### config.mk
export PLATFORM = sky130hd
export DESIGN_NAME = bpu_resolve
export DESIGN_NICKNAME = d
export VERILOG_FILES = /design/src/rtl/bpu_resolve_pkg.sv /design/src/rtl/bpu_resolve_sat_counter.sv /design/src/rtl/bpu_resolve.sv
export SDC_FILE = /design/constraint.sdc
export NUM_CORES = 1
export LEC_CHECK = 0
export ABC_AREA = 0
export BUFFER_PORTS_ARGS = -buffer_cell sky130_fd_sc_hd__buf_2
export CORE_UTILIZATION = 54
export CTS_CLUSTER_SIZE = 12
export DETAILED_ROUTE_END_ITERATION = 10
export PLACE_DENSITY = 0.92
export SYNTH_ARGS = -nofsm -noshare
export SYNTH_HDL_FRONTEND = slang
export SYNTH_HIERARCHICAL = 1
export SYNTH_SLANG_ARGS = --single-unit
### constraint.sdc
create_clock -name i_clk -period 4.2 [get_ports i_clk]
set_input_delay 0.21 -clock i_clk [delete_from_list [all_inputs] [get_ports i_clk]]
set_output_delay 0.21 -clock i_clk [all_outputs]
set_load 0.01 [all_outputs]
### src/rtl/bpu_resolve_pkg.sv
// Shared types and constants for the branch-resolution / predictor-feedback stage.
// bp_meta_s is the per-instruction prediction record carried from IF to EX.
// PC fields are stored at PC_MAX_W and zero-extended from the top's PC_WIDTH.
// The upper bits stay constant zero, so PC_WIDTH must not exceed PC_MAX_W.
package bpu_resolve_pkg;

   localparam int unsigned PC_MAX_W = 64;
   localparam int unsigned PC_INC   = 4;

   typedef struct packed {
      logic                vld;
      logic [PC_MAX_W-1:0] pc;
      logic                hit;
      logic                taken;
      logic [PC_MAX_W-1:0] next_pc;
      logic                glb;
      logic                loc;
   } bp_meta_s;

endpackage

### src/rtl/bpu_resolve_sat_counter.sv
// sat_counter: up-counter that sticks at all-ones.
// Ports:
//   i_clk, i_rst_n  clock, synchronous active-low reset
//   i_clr           synchronous clear (wins over i_en)
//   i_en            count enable
//   o_cnt           current count
module sat_counter #(
   parameter int unsigned WIDTH = 32
) (
   input  logic             i_clk,
   input  logic             i_rst_n,
   input  logic             i_clr,
   input  logic             i_en,
   output logic [WIDTH-1:0] o_cnt
);

   logic [WIDTH-1:0] cnt_q;
   logic [WIDTH-1:0] cnt_d;

   // Next count: clear, saturating increment, or hold
   always_comb begin
      cnt_d = cnt_q;
      if (i_clr) begin
         cnt_d = '0;
      end else if (i_en && (cnt_q != {WIDTH{1'b1}})) begin
         cnt_d = cnt_q + WIDTH'(1);
      end
   end

   // Count register
   always_ff @(posedge i_clk) begin
      if (!i_rst_n) begin
         cnt_q <= '0;
      end else begin
         cnt_q <= cnt_d;
      end
   end

   assign o_cnt = cnt_q;

endmodule

### src/rtl/bpu_resolve.sv
// bpu_resolve: carries prediction metadata through IF/ID and ID/EX, then
// resolves it in EX against the actual branch outcome. Produces a front-end
// redirect on mispredict, BTB/PHT/chooser update strobes, and saturating
// resolved-branch / mispredict counters.
// Ports:
//   i_clk, i_rst_n        clock, synchronous active-low reset
//   i_if_* / i_pred_*     fetch slot and predictor outputs for that slot
//   i_stall               holds both metadata registers, suppresses resolution
//   i_ex_*                EX instruction class, actual direction and target
//   o_redirect(_pc)       mispredict strobe and correct next PC (combinational)
//   o_upd_btb_*           BTB write (combinational)
//   o_upd_pht_* / o_upd_eval_vld  PHT and chooser write (combinational)
//   o_br_cnt, o_mispred_cnt       performance counters
module bpu_resolve
   import bpu_resolve_pkg::*;
#(
   parameter int unsigned PC_WIDTH  = 32,
   parameter int unsigned CNT_WIDTH = 32
) (
   input  logic                 i_clk,
   input  logic                 i_rst_n,
   input  logic                 i_if_vld,
   input  logic [PC_WIDTH-1:0]  i_if_pc,
   input  logic                 i_pred_hit,
   input  logic                 i_pred_taken,
   input  logic                 i_pred_glb_taken,
   input  logic                 i_pred_loc_taken,
   input  logic [PC_WIDTH-1:0]  i_pred_next_pc,
   input  logic                 i_stall,
   input  logic                 i_ex_is_br,
   input  logic                 i_ex_is_jmp,
   input  logic                 i_ex_taken,
   input  logic [PC_WIDTH-1:0]  i_ex_target,
   output logic                 o_redirect,
   output logic [PC_WIDTH-1:0]  o_redirect_pc,
   output logic                 o_upd_btb_vld,
   output logic [PC_WIDTH-1:0]  o_upd_btb_pc,
   output logic [PC_WIDTH-1:0]  o_upd_btb_br_addr,
   output logic                 o_upd_pht_vld,
   output logic                 o_upd_eval_vld,
   output logic [PC_WIDTH-1:0]  o_upd_pht_pc,
   output logic                 o_upd_pht_taken,
   output logic                 o_upd_pht_pred_glb_taken,
   output logic                 o_upd_pht_pred_loc_taken,
   output logic [CNT_WIDTH-1:0] o_br_cnt,
   output logic [CNT_WIDTH-1:0] o_mispred_cnt
);

   // Keeps the sequential PC inside the PC_WIDTH address space
   localparam logic [PC_MAX_W-1:0] PC_MASK =
      (PC_WIDTH >= PC_MAX_W) ? {PC_MAX_W{1'b1}}
                             : ((PC_MAX_W'(1) << PC_WIDTH) - PC_MAX_W'(1));

   bp_meta_s ifid_q, ifid_d;
   bp_meta_s idex_q, idex_d;

   logic                fire;
   logic                act_taken;
   logic                redirect;
   logic                btb_upd;
   logic                pht_upd;
   logic                eval_upd;
   logic [PC_MAX_W-1:0] ex_target;
   logic [PC_MAX_W-1:0] seq_pc;
   logic [PC_MAX_W-1:0] act_pc;

   // Resolution of the EX-stage instruction against its prediction.
   // Reset gates fire so nothing in flight can update during reset.
   always_comb begin
      ex_target = PC_MAX_W'(i_ex_target);
      seq_pc    = (idex_q.pc + PC_MAX_W'(PC_INC)) & PC_MASK;
      act_taken = i_ex_is_jmp | i_ex_taken;
      act_pc    = act_taken ? ex_target : seq_pc;
      fire      = i_rst_n & idex_q.vld & ~i_stall & (i_ex_is_br | i_ex_is_jmp);
      redirect  = fire & (act_pc != idex_q.next_pc);
      btb_upd   = fire & act_taken & (idex_q.next_pc != ex_target);
      pht_upd   = fire & i_ex_is_br;
      eval_upd  = pht_upd & idex_q.hit;
   end

   // Pipeline advance / hold / flush; flush drops the IF slot of the same cycle
   always_comb begin
      ifid_d = ifid_q;
      idex_d = idex_q;
      if (redirect) begin
         ifid_d.vld = 1'b0;
         idex_d.vld = 1'b0;
      end else if (!i_stall) begin
         ifid_d.vld     = i_if_vld;
         ifid_d.pc      = PC_MAX_W'(i_if_pc);
         ifid_d.hit     = i_pred_hit;
         ifid_d.taken   = i_pred_taken;
         ifid_d.next_pc = PC_MAX_W'(i_pred_next_pc);
         ifid_d.glb     = i_pred_glb_taken;
         ifid_d.loc     = i_pred_loc_taken;
         idex_d         = ifid_q;
      end
   end

   // Metadata stage registers
   always_ff @(posedge i_clk) begin
      if (!i_rst_n) begin
         ifid_q <= '0;
         idex_q <= '0;
      end else begin
         ifid_q <= ifid_d;
         idex_q <= idex_d;
      end
   end

   assign o_redirect               = redirect;
   assign o_redirect_pc            = PC_WIDTH'(act_pc);
   assign o_upd_btb_vld            = btb_upd;
   assign o_upd_btb_pc             = PC_WIDTH'(idex_q.pc);
   assign o_upd_btb_br_addr        = i_ex_target;
   assign o_upd_pht_vld            = pht_upd;
   assign o_upd_eval_vld           = eval_upd;
   assign o_upd_pht_pc             = PC_WIDTH'(idex_q.pc);
   // 1-bit payloads are held low outside a resolution so they read 0 in reset
   assign o_upd_pht_taken          = fire & i_ex_taken;
   assign o_upd_pht_pred_glb_taken = fire & idex_q.glb;
   assign o_upd_pht_pred_loc_taken = fire & idex_q.loc;

   sat_counter #(.WIDTH(CNT_WIDTH)) u_br_cnt (
      .i_clk   (i_clk),
      .i_rst_n (i_rst_n),
      .i_clr   (1'b0),
      .i_en    (fire),
      .o_cnt   (o_br_cnt)
   );

   sat_counter #(.WIDTH(CNT_WIDTH)) u_mispred_cnt (
      .i_clk   (i_clk),
      .i_rst_n (i_rst_n),
      .i_clr   (1'b0),
      .i_en    (redirect),
      .o_cnt   (o_mispred_cnt)
   );

endmodule

---- Yosys cells after proc, flatten, opt, wreduce, memory -nomap -nowiden ----
Index checks and enable logic that the tools add are counted.
storage, ports and cells
  bits of input ports ..................... 107
  register bits ........................... 200
  logic and storage cells ................. 42
  output and inout port bits .............. 199
cells by class
  muxes and demuxes ....................... 1
  bitwise gates (word level) .............. 16
  reduce and logical (&&, ||, !) cells .... 4
  add/sub/neg operators ................... 3
  equality and inequality tests ........... 4
operators with widths
  kind                                            number
  adder 32 x 1 -> 32 bit (second input constant)  2
  inequality test 32 bit                          2
  inequality test 32 bit (second input constant)  2
  adder 32 x 3 -> 32 bit (second input constant)  1
  two-way mux 32 bit                              1
  AND 1 bit                                       11
  NOT 1 bit                                       3
  logical AND 1 bit                               2
  OR 1 bit                                        2
  AND reduction 2 bit                             1
  OR reduction 2 bit                              1

---- Longest topological paths before layout ----
  word-level depth ........................ 6
  mapped depth ............................ 15
  mapped depth without buffers ............ 13

---- Cells and area by module ----
The synthesis kept the hierarchy.
by module, submodules not included
  module       seq. area each (sq um)  area each (sq um)  times used  cells an instance
  bpu_resolve  2722.6                  8434.3             1           1041
  sat_counter  640.6                   1667.8             2           203

---- Worst setup path before layout ----
OpenSTA, ideal clock, no wires.
  path kind ............................... register to register
  start ................................... register idex_q (netlist bit o_upd_btb_pc[2])
  end ..................................... register u_mispred_cnt.cnt_q[18] (netlist: u_mispred_cnt/o_cnt[18])
  setup time .............................. 0.128 ns
  data arrival time ....................... 3.839 ns
  required time ........................... 4.072 ns
  period minus slack after synthesis ...... 3.967 ns
  path slack .............................. 0.233 ns
  path buffers ............................ 1
  stages on the path, launching flop included .. 15
  path through ............................ dfxtp_1 ha_1 nand4_1 or3_1 a31oi_1 xor2_1 a2111o_1 nor4_1 and4_1 a21boi_0 clkbuf_1 nand4_1 a2111oi_0 xnor2_1 nor2_1
between the ends
  cells in the longest elaborated chain, start to end .. 5
RTL lines
  what                    RTL line                       text
  from (decl)             bpu_resolve.sv:55              bp_meta_s idex_q, idex_d;
  from (signal assigned)  bpu_resolve.sv:107             idex_q <= idex_d;
  adder 32 x 3 -> 32 bit  bpu_resolve.sv:71              seq_pc = (idex_q.pc + PC_MAX_W'(PC_INC)) & PC_MASK;
  two-way mux 32 bit      bpu_resolve.sv:73              act_pc = act_taken ? ex_target : seq_pc;
  net o_redirect_pc[8]    bpu_resolve.sv:35              output logic [PC_WIDTH-1:0] o_redirect_pc,
  inequality test 32 bit  bpu_resolve.sv:75              redirect = fire & (act_pc != idex_q.next_pc);
  AND 1 bit               bpu_resolve.sv:75
  net o_redirect          bpu_resolve.sv:34              output logic o_redirect,
  logical AND 1 bit       bpu_resolve_sat_counter.sv:25  end else if (i_en && (cnt_q != {WIDTH{1'b1}})) begin
  to (signal assigned)    bpu_resolve_sat_counter.sv:35  cnt_q <= cnt_d;
  to (decl)               bpu_resolve_sat_counter.sv:17  logic [WIDTH-1:0] cnt_q;
The timed path passes the listed nets, and every way through them passes these cells.
A chain may end at the register's enable or synchronous reset.

---- Worst setup path after layout ----
  start ................................... register idex_q (netlist bit o_upd_btb_pc[2])
  end ..................................... output port o_redirect
between the ends
  cells in the longest elaborated chain, start to end .. 4
RTL lines
  what                    RTL line
  adder 32 x 3 -> 32 bit  bpu_resolve.sv:71
  two-way mux 32 bit      bpu_resolve.sv:73
  inequality test 32 bit  bpu_resolve.sv:75
  AND 1 bit               bpu_resolve.sv:75
  to (decl)               bpu_resolve.sv:34
Every way passes these cells.

==> qor.txt <==
Longest Clk Path Bufs = 2
antenna violations before repair = 7
area leader, netlist = dfxtp_1
endpoints failing setup = 0
sequential share of the synthesized area = 0.340
synth warn = 6
Clock power frac = 0.400
crit path to = o_redirect
Setup Crit Path Kind = reg2out
Max-Cap Viols = 0
most frequent cell after synthesis = nand2_1
CTS tree = built
Initial DRT Pass Iterations = 6
CTS root buffer = clkbuf_16
CP Launch Type = flop
Synth Register Bits = 200
CP max stage delay = 0.50 ns
Worst-Margin Slew = 1.08 ns
vias per std cell = 5.86
ANT nets after route = 0
die footprint = 0.0224 mm2
Synth Instances = 1447
core area = 0.0212 mm2
largest net degree at the start of global routing = 115
I/O pin cnt = 306
status = complete, no violations
Rows = 53
clock transition at the registers of the reported paths = 0.08 ns
power share of the combinational group = 0.133
flop2flop setup slack = 0.21 ns
CP required = 3.99 ns
Post-route DRC = 0
DP Area = 0.0130 mm2
worst-path maximum fanout = 6
Primary FF master, synth = dfxtp_1
number of global-route vias before repair = 10.3k
CP most frequent cell = buf_4
final net count = 1762
initial core utilization = 0.555
Post-Syn Area = 0.0118 mm2
Power Internal = 3.10 mW
Final Hold Fails = 0
CP Data Arrival Time = 3.85 ns
Worst R2R End = u_mispred_cnt/o_cnt[20]$_SDFFE_PP0P_
routability cong. = 1.03
fin. max-slew vios = 0
vias = 11.4k
Final Skew = 0.0146 ns
CP endpoint kind = output port
insertion delay to the later sink of the worst-skew pair = 0.44 ns
synth top area cells = dfxtp_1 (34%), mux2i_1 (12%), nand2_1 (9.2%), buf_4 (6.4%), xnor2_1 (3.8%)
worst rel slew slack = 0.280
Port-buffer cells = 304
Area Overhead vs Synth = 15.9%
HP Class = in2reg
Layout Cells excl Fill = 1945
first-pass GRT wire length = 56.7 mm
syn avg cell area = 8.13 um2
placed instance count = 1906
CP Cell Sequence = ha_1 > nand4_1 > nor2_1 > buf_4 > xnor2_1 > a21oi_1 > a2111o_1 > nor4_1 > and4_1 > a21boi_1 > buf_4 > buf_4 > buf_2
Worst Setup SP = o_upd_btb_pc[2]$_SDFFE_PN0P_
Synth top area share = 0.340
initial DRC count = 853
Die X = 150 um
CTS H-tree lvls = 4
WL/cell = 19.3 um
setup total negative slack = 0 ns
power after layout = 4.30 mW
final period utilization = 0.967
RSZ-0062 raised after global routing = false
Design Area, Final = 0.0136 mm2
cells on worst reg2reg path = 15
top post-synthesis cells by count = nand2_1 (288), dfxtp_1 (200), mux2i_1 (142), buf_4 (100)
drt total wl = 37.5 mm
TritonCTS Buffers = 17
Overflow after GRT = 0
Crit Reg-Reg Startpoint = o_upd_btb_pc[2]$_SDFFE_PN0P_
clock sinks = 200
VDD IR-drop max = 0.269 mV
Switching Fraction = 0.281
Seq pwr share = 0.467
layout cell share with drive strength beyond 1 = 0.257
Net Switching = 1.21 mW
HPWL after DPL = 28.7 mm
CP max stage cell = dfxtp_1
leak pwr = 5.93 nW
fill count = 1825
Final Critical Period = 4.06 ns
total track usage = 0.330
pwr dens = 316 mW/mm2
number of synthesized flops with an enable pin = 0
die height = 150 um
Highest Clock Rate = 0.246 GHz
Synth async-reset ratio = 0
post-synth cell types = 69
[critical path, delay by kind of cell (launching register included)]
kind	cells	cell delay, ns
and+or+nand+nor	4	1.15
AOI/OAI and AO/OA	3	0.67
buffers and inverters	4	0.65
DFF	1	0.50
adders and majority gates	1	0.32
xor gates and xnor gates	1	0.11
[cells by family after synthesis]
logic type               share of synthesized area
flip-flops                                   0.340
multiplexers                                 0.122
adder cells (fa/ha/maj)                    0.00319
XOR/XNOR                                    0.0603
buffers and inverters                        0.104
AO/OA/AOI/OAI                                0.109
other                                     0.000319
AND/OR/NAND/NOR                              0.261
[registers in the layout, summed over array words and instances (netlist names)]
name / flops
u_br_cnt/o_cnt: 32
o_upd_btb_pc: 32
u_mispred_cnt/o_cnt: 32
ifid_q: 68
idex_q: 36
[layer usage]
layer / routed length (um) / global-route usage
met1: 15200 / 0.413
met2: 18000 / 0.558
met3: 3410 / 0.0744
met4: 909 / 0.106
met5: 13 / 0
[timing repair]
item                                    CTS  global route
endpoints found under the hold margin     1             1
hold buffers                              1             1
resized for setup                         0             1
endpoints found under the setup margin    0             1
setup buffers                             0             0
[how the worst min path moves through the flow]
stage | start | endpoint | slack [ns] | depth (start not counted)
3_3_place_gp | idex_q[0]$_SDFFE_PN0P_ | idex_q[0]$_SDFFE_PN0P_ | 0.44 | 2
2_1_floorplan | i_pred_loc_taken | ifid_q[0]$_SDFFE_PN0P_ | 0.35 | 2
5_1_grt | i_if_pc[7] | ifid_q[75]$_SDFFE_PN0P_ | 0.005 | 3
4_1_cts | i_if_pc[7] | ifid_q[75]$_SDFFE_PN0P_ | 0.002 | 3
3_5_place_dp | idex_q[0]$_SDFFE_PN0P_ | idex_q[0]$_SDFFE_PN0P_ | 0.46 | 2
6_report | i_if_pc[7] | ifid_q[75]$_SDFFE_PN0P_ | 0.01 | 3
[power by group through the flow]
| stage | Combinational [mW] | Clock (mW) | Sequential [mW] |
|---|---|---|---|
| floorplan | 0.381 | 0 | 2.03 |
| finish | 0.573 | 1.72 | 2.01 |
| CTS | 0.563 | 1.75 | 2.01 |
| global placement | 0.552 | 0 | 2.05 |
| global route | 0.615 | 1.82 | 2.01 |
| detailed placement | 0.560 | 0 | 2.05 |
[per-stage QoR]
stage | util | setup slack, ns | hold slack (ns)
after CTS | 0.642 | 0.149 | 0.00180
after detailed placement | 0.612 | 0.179 | 0.455
final | 0.643 | 0.139 | 0.0103
after floorplan | - | 0.233 | 0.349
after global placement | 0.612 | 0.285 | 0.440
after global routing | 0.642 | 0.00559 | 0.00503
[layout by cell type (no fill, tap or decap), types with 9 or more instances in the layout]
cell and n:
buf_2 303, a21oi_1 60, a211oi_1 12, a31oi_1 9, and4_1 12, nand3_1 36, xnor2_1 51, nand2b_1 12
xor2_1 30, o21ai_1 20, nor3_1 17, o21ai_0 36, nor2_1 59, nor4_1 13, dfxtp_1 200, and3_1 27
mux2i_1 142, nand4_1 50, or3_1 39, inv_1 22, and2_1 9, buf_4 57, clkbuf_16 17, nand2_1 288
[area by class of cell]
| type | count | area [um2] | area share |
|---|---|---|---|
| clock buffer | 17 | 425 | 0.0312 |
| timing repair buffer | 365 | 2020 | 0.148 |
| antenna | 5 | 12.5 | 0.000918 |
| clock inverter | 15 | 183 | 0.0134 |
| sequential | 200 | 4000 | 0.294 |
| inverter | 22 | 82.6 | 0.00606 |
| tap | 275 | 344 | 0.0252 |
| multi-input combinational | 1046 | 6570 | 0.482 |
Note: power is estimated with default switching activity, not from simulation.
